File: config.mk
export PLATFORM = sky130hd
export DESIGN_NAME = if_fetch_stage
export DESIGN_NICKNAME = d
export VERILOG_FILES = /design/src/rtl/if_fetch_stage_pkg.sv /design/src/rtl/if_fetch_stage_if_id_reg.sv /design/src/rtl/if_fetch_stage.sv
export SDC_FILE = /design/constraint.sdc
export NUM_CORES = 1
export LEC_CHECK = 0
export BUFFER_PORTS_ARGS = -buffer_cell sky130_fd_sc_hd__buf_2
export CAP_MARGIN = 20
export CORE_MARGIN = 8
export CORE_UTILIZATION = 47
export DETAILED_ROUTE_END_ITERATION = 16
export GPL_TIMING_DRIVEN = 0
export HOLD_SLACK_MARGIN = 0.12
export PLACE_DENSITY = 0.83
export RECOVER_POWER = 100
export SYNTH_ARGS = -nofsm -noshare
export SYNTH_HDL_FRONTEND = slang
export SYNTH_HIERARCHICAL = 1
export SYNTH_SLANG_ARGS = --single-unit
File: constraint.sdc
create_clock -name clk -period 2.18 [get_ports clk]
set_input_delay 0.327 -clock clk [delete_from_list [all_inputs] [get_ports clk]]
set_output_delay 0.327 -clock clk [all_outputs]
set_load 0.05 [all_outputs]
File: src/rtl/if_fetch_stage_pkg.sv
// Shared fetch-stage definitions: default words, FSM state codes, IF/ID payload.
package if_fetch_stage_pkg;

  localparam int unsigned XLEN = 32;

  localparam logic [XLEN-1:0] DEF_RESET_PC  = 32'h0000_0000;
  localparam logic [XLEN-1:0] DEF_HALT_WORD = 32'h0000_000C;
  localparam logic [XLEN-1:0] DEF_NOP_WORD  = 32'h0000_0000;

  typedef enum logic [1:0] {
    ST_BOOT = 2'd0,
    ST_RUN  = 2'd1,
    ST_HALT = 2'd2
  } fetch_state_t;

  typedef struct packed {
    logic            valid;
    logic [XLEN-1:0] instr;
    logic [XLEN-1:0] pc;
    logic [XLEN-1:0] pc4;
  } ifid_t;

  // Word-align a fetch address by dropping the byte-offset bits.
  function automatic logic [XLEN-1:0] align_pc(input logic [XLEN-1:0] addr);
    return addr & ~XLEN'(3);
  endfunction

endpackage

File: src/rtl/if_fetch_stage_if_id_reg.sv
// IF/ID pipeline register: load a new payload, insert a bubble, or hold.
module if_id_reg
  import if_fetch_stage_pkg::*;
#(
  parameter logic [XLEN-1:0] NOP_WORD = DEF_NOP_WORD
) (
  input  logic  clk,
  input  logic  rst,
  input  logic  load,
  input  logic  bubble,
  input  ifid_t din,
  output ifid_t dout
);

  ifid_t bubble_val;

  always_comb begin
    bubble_val       = '0;
    bubble_val.instr = NOP_WORD;
  end

  // Bubble wins over load; neither asserted means hold.
  always_ff @(posedge clk or negedge rst) begin
    if (!rst) begin
      dout <= bubble_val;
    end else if (bubble) begin
      dout <= bubble_val;
    end else if (load) begin
      dout <= din;
    end
  end

endmodule

File: src/rtl/if_fetch_stage.sv
// Instruction-fetch stage: PC, next-PC selection, BOOT/RUN/HALT control, fetch counter.
module if_fetch_stage
  import if_fetch_stage_pkg::*;
#(
  parameter logic [XLEN-1:0] RESET_PC  = DEF_RESET_PC,
  parameter logic [XLEN-1:0] HALT_WORD = DEF_HALT_WORD,
  parameter logic [XLEN-1:0] NOP_WORD  = DEF_NOP_WORD
) (
  input  logic            clk,
  input  logic            rst,
  input  logic            stall_i,
  input  logic            flush_i,
  input  logic            redirect_i,
  input  logic [XLEN-1:0] redirect_pc_i,
  output logic [XLEN-1:0] iaddr_o,
  input  logic [XLEN-1:0] idata_i,
  output logic            id_valid_o,
  output logic [XLEN-1:0] id_instr_o,
  output logic [XLEN-1:0] id_pc_o,
  output logic [XLEN-1:0] id_pc4_o,
  output logic            halted_o,
  output logic            addr_err_o,
  output logic [XLEN-1:0] fetch_cnt_o
);

  fetch_state_t    state_q, state_d;
  logic [XLEN-1:0] pc_q, pc_d;
  logic [XLEN-1:0] cnt_q, cnt_d;
  logic            addr_err_d;
  logic            halted_d;
  logic            ifid_load, ifid_bubble;
  logic [XLEN-1:0] pc_plus4;
  ifid_t           ifid_din, ifid_q;

  assign pc_plus4 = pc_q + XLEN'(4);

  always_comb begin
    ifid_din       = '0;
    ifid_din.valid = 1'b1;
    ifid_din.instr = idata_i;
    ifid_din.pc    = pc_q;
    ifid_din.pc4   = pc_plus4;
  end

  // State, PC, counter and status registers.
  always_ff @(posedge clk or negedge rst) begin
    if (!rst) begin
      state_q    <= ST_BOOT;
      pc_q       <= RESET_PC;
      cnt_q      <= '0;
      addr_err_o <= 1'b0;
      halted_o   <= 1'b0;
    end else begin
      state_q    <= state_d;
      pc_q       <= pc_d;
      cnt_q      <= cnt_d;
      addr_err_o <= addr_err_d;
      halted_o   <= halted_d;
    end
  end

  // Next-state and datapath control; redirect > stall > flush/normal in RUN.
  always_comb begin
    state_d     = state_q;
    pc_d        = pc_q;
    cnt_d       = cnt_q;
    addr_err_d  = 1'b0;
    ifid_load   = 1'b0;
    ifid_bubble = 1'b0;

    unique case (state_q)
      ST_BOOT: begin
        ifid_bubble = 1'b1;
        state_d     = ST_RUN;
      end

      ST_RUN: begin
        if (redirect_i) begin
          pc_d        = align_pc(redirect_pc_i);
          ifid_bubble = 1'b1;
          addr_err_d  = |redirect_pc_i[1:0];
        end else if (stall_i) begin
          pc_d = pc_q;
        end else if (flush_i) begin
          pc_d        = pc_plus4;
          ifid_bubble = 1'b1;
        end else begin
          ifid_load = 1'b1;
          cnt_d     = cnt_q + XLEN'(1);
          if (idata_i == HALT_WORD) begin
            state_d = ST_HALT;
          end else begin
            pc_d = pc_plus4;
          end
        end
      end

      ST_HALT: begin
        ifid_bubble = 1'b1;
        if (redirect_i) begin
          pc_d       = align_pc(redirect_pc_i);
          addr_err_d = |redirect_pc_i[1:0];
          state_d    = ST_RUN;
        end
      end

      default: begin
        ifid_bubble = 1'b1;
        state_d     = ST_BOOT;
      end
    endcase

    halted_d = (state_d == ST_HALT);
  end

  if_id_reg #(
    .NOP_WORD(NOP_WORD)
  ) u_if_id_reg (
    .clk   (clk),
    .rst   (rst),
    .load  (ifid_load),
    .bubble(ifid_bubble),
    .din   (ifid_din),
    .dout  (ifid_q)
  );

  assign iaddr_o     = pc_q;
  assign id_valid_o  = ifid_q.valid;
  assign id_instr_o  = ifid_q.instr;
  assign id_pc_o     = ifid_q.pc;
  assign id_pc4_o    = ifid_q.pc4;
  assign fetch_cnt_o = cnt_q;

endmodule

==> results of run 1 <==
[state kept, by name, summed over array words and instances, names as in the netlist]
| name | cells |
|---|---|
| state_q | 2 |
| u_if_id_reg/dout | 97 |
| addr_err_o | 1 |
| halted_o | 1 |
| fetch_cnt_o | 32 |
| iaddr_o | 30 |
[metrics by stage]
stage | hold slack [ns] | power (mW)
detailed placement | 0.308 | 5.16
global route | 0.123 | 8.56
global placement | 0.468 | 5.12
floorplan | 0.0314 | 4.61
CTS | 0.124 | 8.32
finish | 0.147 | 8.23
[worst max path at each step]
stage	slack (ns)	to	cells after the start
4_1_cts	-0.009	iaddr_o[26]	8
3_5_place_dp	-0.47	iaddr_o[26]	8
3_3_place_gp	-2.00	iaddr_o[10]	1
2_1_floorplan	-0.03	u_if_id_reg/dout[17]	7
6_report	0.09	u_if_id_reg/dout[22]	9
5_1_grt	-0.05	u_if_id_reg/dout[22]	9
[repair_timing]
| item | in CTS | in global routing |
|---|---|---|
| buffers inserted | 4 | 4 |
| endpoints found under the hold margin | 67 | 0 |
| pin swaps | 1 | 5 |
| setup endpoints to repair | 106 | 84 |
| gates resized for setup | 10 | 37 |
| hold buffers | 1 | 0 |
[final cells by class]
class / count / area, um^2 / area share [%]
Clock buffer: 21 / 460 / 4.67
Inverter: 5 / 18.8 / 0.190
Sequential cell: 163 / 4090 / 41.4
Clock inverter: 10 / 156 / 1.58
Antenna cell: 1 / 2.50 / 0.0254
Tap cell: 220 / 275 / 2.79
Multi-Input combinational cell: 528 / 3560 / 36.0
Buffer: 46 / 270 / 2.74
Timing Repair Buffer: 239 / 1040 / 10.5
[power groups by stage]
| stage | Clock, mW | Combinational, mW | Sequential (mW) |
|---|---|---|---|
| 2_1_floorplan | 0 | 0.561 | 4.05 |
| 3_3_place_gp | 0 | 1.62 | 3.49 |
| 3_5_place_dp | 0 | 1.66 | 3.50 |
| 4_1_cts | 3.20 | 1.67 | 3.45 |
| 5_1_grt | 3.33 | 1.74 | 3.49 |
| 6_report | 3.13 | 1.63 | 3.46 |
[cell families after synthesis]
kind of cell,count (synthesis),synth area share [%]
muxes,100,12.7
DFF,163,51.9
and+or+nand+nor,266,16.7
xor gates and xnor gates,59,6.57
AOI/OAI and AO/OA,90,7.50
adders and majority gates,6,0.955
buffers and inverters,52,3.58
other,2,0.0955
[worst max-delay path, stage by stage (launching register included)]
cell	delay (ns)
dfrtp_2	0.40
ha_2	0.21
nand4_1	0.11
buf_4	0.19
nor4_4	0.21
buf_6	0.18
nand4_1	0.23
xnor2_2	0.21
mux2i_1	0.16
nor2_1	0.06
[synthesized netlist by cell type, drive strengths merged]
library cell	number
conb	2
and3	11
nor2b	2
nor4b	3
dfrtp	163
and2	2
or4	1
nor2	121
mux2	1
nor3	3
a2bb2oi	20
a21oi	28
o41ai	1
o21ai	8
or2	1
and4bb	1
nand2b	1
nand4	27
a31oi	4
clkbuf	29
xnor2	43
o22ai	21
ha	6
o41a	1
xor2	16
o311ai	1
o22a	1
or3	3
nand2	52
mux2i	99
a211oi	1
o21bai	1
o211a	1
nand3b	2
and4	6
o211ai	1
nand3	21
buf	18
o21a	1
nor4	9
inv	5
[routing by layer]
metal | vias to the layer above | part of all wire (%) | wire, um
met2 | 263 | 48 | 11100
met4 | 2 | 2.1 | 484
met1 | 3315 | 41 | 9450
met3 | 40 | 8.2 | 1890
met5 | - | 0.052 | 12
li1 | 3115 | - | -
==> results.toml, run 1 <==
[power_and_ir_drop]
p_clk_share_pct = 38.1
power_density_mw_per_mm2 = 834
combPwrFrac_pct = 19.9
leakagePower_nw = 4.35
seq_power_share_pct = 42.1
p_switching_mw = 2.61
ir_drop_mv = 0.533
internal-power_mw = 5.62
swShare_pct = 31.7

[routing]
detail-route-antenna-nets = 0
drc = 0
via_count = 6735
via_per_inst = 5.46
wl_um = 22900
first_pass_iters = 7
routedWlPerCell_um = 18.6
drtIter0Drc = 385

[cts]
clk_latency_ns = 0.42
tritoncts = "done"
h-tree-depth = 4
clockBufferDepth = 2
clk_pin_slew_ns = 0.06
root_buffer = "clkbuf_16"
cts_buffers = 17
cts.sinks = 163

[placed_design]
numPortBuffers = 229
place_area_mm2 = 0.00935
dpl.cell_count = 1193
dp_hpwl_um = 16800
pre_cts_ws_ns = -0.471
globalplace.congestion = 0.847

[min_path]
hold_path_startpoint = "redirect_pc_i[0]"
hold_end = "addr_err_o"
hold-path-cell-count = 2
holdCritPathClass = "in2reg"

[final_layout]
final_cell_mix = "clkbuf_1 (173), dfrtp_1 (154), nor2_1 (120)"
final_common_cell = "clkbuf_1"
drive_gt1_share_pct = 16.7
stdcell_area_mm2 = 0.00987
utilization_pct = 59.9
syn_to_final_growth_pct = 25.5
fin_cells = 1233
n_fill_cell = 1465
finalNetCount = 1075

[global_routing]
gr-usage-met3_pct = 6.78
track_usage_pct = 21.4
antenna_found_initial = 2
grt_pass1_wl_um = 36800
gr-total-overflow = 0
use_met1_pct = 26.2
grt_start_max_net_pins = 97
first_global_vias = 6884
grt.busiest_layer = "met2"
use_met2_pct = 34.7

[floorplanning]
rows = 47
start_util_pct = 47.8
io_pins = 232
coreArea_mm2 = 0.0165
die_x_um = 145
die-area_mm2 = 0.0211
die_h_um = 145

[setup_path]
r2r_end = "u_if_id_reg/dout[22]"
cp_max_fo = 9
criticalPathCategory = "reg2reg"
cp-start-kind = "flop"
cp.arrival_ns = 2.38
crit_start = "iaddr_o[3]"
r2r_setup_slack_ns = 0.09
crit_path_end_kind = "flop"
critPathRequiredTime_ns = 2.47
rr_startpoint = "iaddr_o[3]"
r2r_cells = 9

[timing]
worst-slew-pin-transition_ns = 0.891
fin_setup_tns_ns = 0
fin_crit_ns = 2.09
clock_skew_ns = 0.00916
finalHoldViolCount = 0
max-slew-margin-rel_pct = 40.6
slew_violations = 0
fin_ws_ns = 0.0856
setup_violations = 0
timing.fmax_ghz = 0.477
fin_crit_sh_pct = 96.1

[synthesis]
synth_top_area_share_pct = 51.9
synth.top_cells.by_area = "dfrtp_1 (52%), mux2i_1 (13%), nor2_1 (5.8%), xnor2_1 (4.8%), nand2_1 (2.5%)"
synth_top_area_cell = "dfrtp_1"
netlist_area_mm2 = 0.00786
yosysUniqueCellTypes = 52
synth_warnings = 6
syn_inst = 738
synth.avg_cell_area_um2 = 10.7
seq_area_frac_synth_pct = 51.9
ys_seq_elements = 163

[run_status]
status = "completed"

[flow_run]
maxCapViolations = 0
No activity file was read; power rests on OpenSTA's default activity.
==> inputs of run 2 (changes only) <==
--- a/config.mk
+++ b/config.mk
@@ -8,12 +8,13 @@
 export BUFFER_PORTS_ARGS = -buffer_cell sky130_fd_sc_hd__buf_2
 export CAP_MARGIN = 20
 export CORE_MARGIN = 8
-export CORE_UTILIZATION = 47
+export CORE_UTILIZATION = 52
 export DETAILED_ROUTE_END_ITERATION = 16
 export GPL_TIMING_DRIVEN = 0
 export HOLD_SLACK_MARGIN = 0.12
-export PLACE_DENSITY = 0.83
+export PLACE_DENSITY = 0.86
 export RECOVER_POWER = 100
+export REMOVE_ABC_BUFFERS = 1
 export SYNTH_ARGS = -nofsm -noshare
 export SYNTH_HDL_FRONTEND = slang
 export SYNTH_HIERARCHICAL = 1
==> constraint.sdc (replaced) <==
create_clock -name clk -period 2.25 [get_ports clk]
set_input_delay 0.3375 -clock clk [delete_from_list [all_inputs] [get_ports clk]]
set_output_delay 0.3375 -clock clk [all_outputs]
set_load 0.05 [all_outputs]
==> results.toml, run 2 (synthesized netlist as in run 1, its figures left out) <==
[routing]
drc = 0
via_per_inst = 5.62
detail-route-antenna-nets = 0
first_pass_iters = 5
drtIter0Drc = 434
routedWlPerCell_um = 18.4
wl_um = 21700
via_count = 6635

[global_routing]
grt_start_max_net_pins = 91
gr-total-overflow = 0
track_usage_pct = 21.8
gr-usage-met3_pct = 6.71
use_met2_pct = 36.1
grt_pass1_wl_um = 34400
first_global_vias = 6620
use_met1_pct = 26.7
grt.busiest_layer = "met2"
antenna_found_initial = 1

[placed_design]
dpl.cell_count = 1133
dp_hpwl_um = 15400
globalplace.congestion = 0.782
numPortBuffers = 229
pre_cts_ws_ns = -0.983
place_area_mm2 = 0.00935

[cts]
clockBufferDepth = 2
root_buffer = "clkbuf_16"
h-tree-depth = 4
clk_latency_ns = 0.42
clk_pin_slew_ns = 0.07
cts_buffers = 17
tritoncts = "done"
cts.sinks = 163

[setup_path]
slowest_stage = "dfrtp_1"
criticalPathCategory = "reg2reg"
cpPeakStageDelay_ns = 0.39
cp.arrival_ns = 2.54
critPathBufInv = 4
r2r_cells = 10
path_common_cell = "buf_12"
crit_path_end_kind = "flop"
critPathRequiredTime_ns = 2.56
cp_cell_sequence = "inv_2 -> ha_4 -> nor4b_4 -> buf_4 -> buf_12 -> buf_12 -> and4_4 -> nand4_4 -> or3_4 -> xnor2_1"
r2r_end = "fetch_cnt_o[28]"
cp_max_fo = 12
cp-start-kind = "flop"
cp_top_family = "simple AND/OR/NAND/NOR gates"
rr_startpoint = "state_q[1]"
r2r_setup_slack_ns = 0.02

[min_path]
hold_path_startpoint = "redirect_pc_i[0]"
hold_end = "addr_err_o"
hold-path-cell-count = 2
holdCritPathClass = "in2reg"

[timing]
fin_crit_sh_pct = 99.1
rsz0062_at_grt = "true"
clock_skew_ns = 0.0103
fin_setup_tns_ns = 0
hold_slack_ns = 0.154
fin_ws_ns = 0.0200
fin_crit_ns = 2.23
max-slew-margin-rel_pct = 30.3
finalHoldViolCount = 0
timing.fmax_ghz = 0.448
slew_violations = 0
setup_violations = 0
worst-slew-pin-transition_ns = 1.05

[final_layout]
utilization_pct = 66.6
largest_reg_flops = 97
syn_to_final_growth_pct = 26.9
stdcell_area_mm2 = 0.00998
n_fill_cell = 1190
finalNetCount = 1053
final_common_cell = "dfrtp_1"
top_register = "u_if_id_reg/dout"
final_cell_mix = "dfrtp_1 (162), clkbuf_1 (125), nor2_1 (118)"
drive_gt1_share_pct = 19.3
fin_cells = 1181

[run_status]
status = "completed"

[power_and_ir_drop]
finalPower_mw = 7.79
power_density_mw_per_mm2 = 781
p_switching_mw = 2.61
leakagePower_nw = 4.49
combPwrFrac_pct = 20.4
p_clk_share_pct = 36.5
seq_power_share_pct = 43.2
ir_drop_mv = 0.527
swShare_pct = 33.5
internal-power_mw = 5.18

[flow_run]
maxCapViolations = 0

[floorplanning]
rows = 45
die_h_um = 139
io_pins = 232
die_x_um = 139
die-area_mm2 = 0.0193
coreArea_mm2 = 0.0150
start_util_pct = 52.5
run 2: cell count changes in the layout (fill, tap and decap cells not counted), moves of 5 or more:
cell,change
buf_16,+5
buf_12,+5
buf_4,+6
clkbuf_1,-48
dfrtp_1,+8
buf_2,+31
clkbuf_2,-20
dfrtp_2,-8
run 2: worst max-delay path by stage:
stage / startpoint / end / depth (start not counted) / slack [ns]
3_3_place_gp: state_q[1] / fetch_cnt_o[17] / 7 / -6.31
6_report: state_q[1] / fetch_cnt_o[28] / 10 / 0.02
3_5_place_dp: state_q[1] / fetch_cnt_o[17] / 11 / -0.98
2_1_floorplan: state_q[1] / fetch_cnt_o[27] / 7 / -4.45
5_1_grt: state_q[1] / fetch_cnt_o[28] / 10 / -0.06
4_1_cts: state_q[1] / fetch_cnt_o[28] / 10 / -0.02
run 2: what timing repair did:
item | in CTS | in global routing
resized for setup | 10 | 10
pin swaps | 5 | 4
endpoints found under the hold margin | 73 | 0
endpoints found under the setup margin | 88 | 47
buffers inserted | 10 | 5
hold buffers | 1 | 0
gates cloned | 1 | 0
run 2: area by class of cell:
type                    instances  area [um^2]  share of cell area (%)
inverters                       5         18.8                   0.188
well taps                     188          235                    2.36
multi-input cells             528         3600                    36.0
flip-flops and latches        163         4080                    40.9
diodes                          2         5.00                  0.0501
clock inverters                12          123                    1.23
clock buffers                  20          457                    4.58
repair buffers                263         1470                    14.7
run 2: metal layers:
layer	up-vias	part of all wire (%)
met2	229	50
met5	-	0
met4	0	1.5
li1	3067	-
met1	3312	41
met3	27	6.9
run 2: power groups by stage:
stage | registers (mW) | clock network (mW) | logic [mW]
floorplan | 3.93 | 0 | 0.516
global placement | 3.39 | 0 | 1.53
detailed placement | 3.40 | 0 | 1.58
CTS | 3.36 | 2.88 | 1.60
global route | 3.39 | 3.01 | 1.69
finish | 3.36 | 2.84 | 1.59
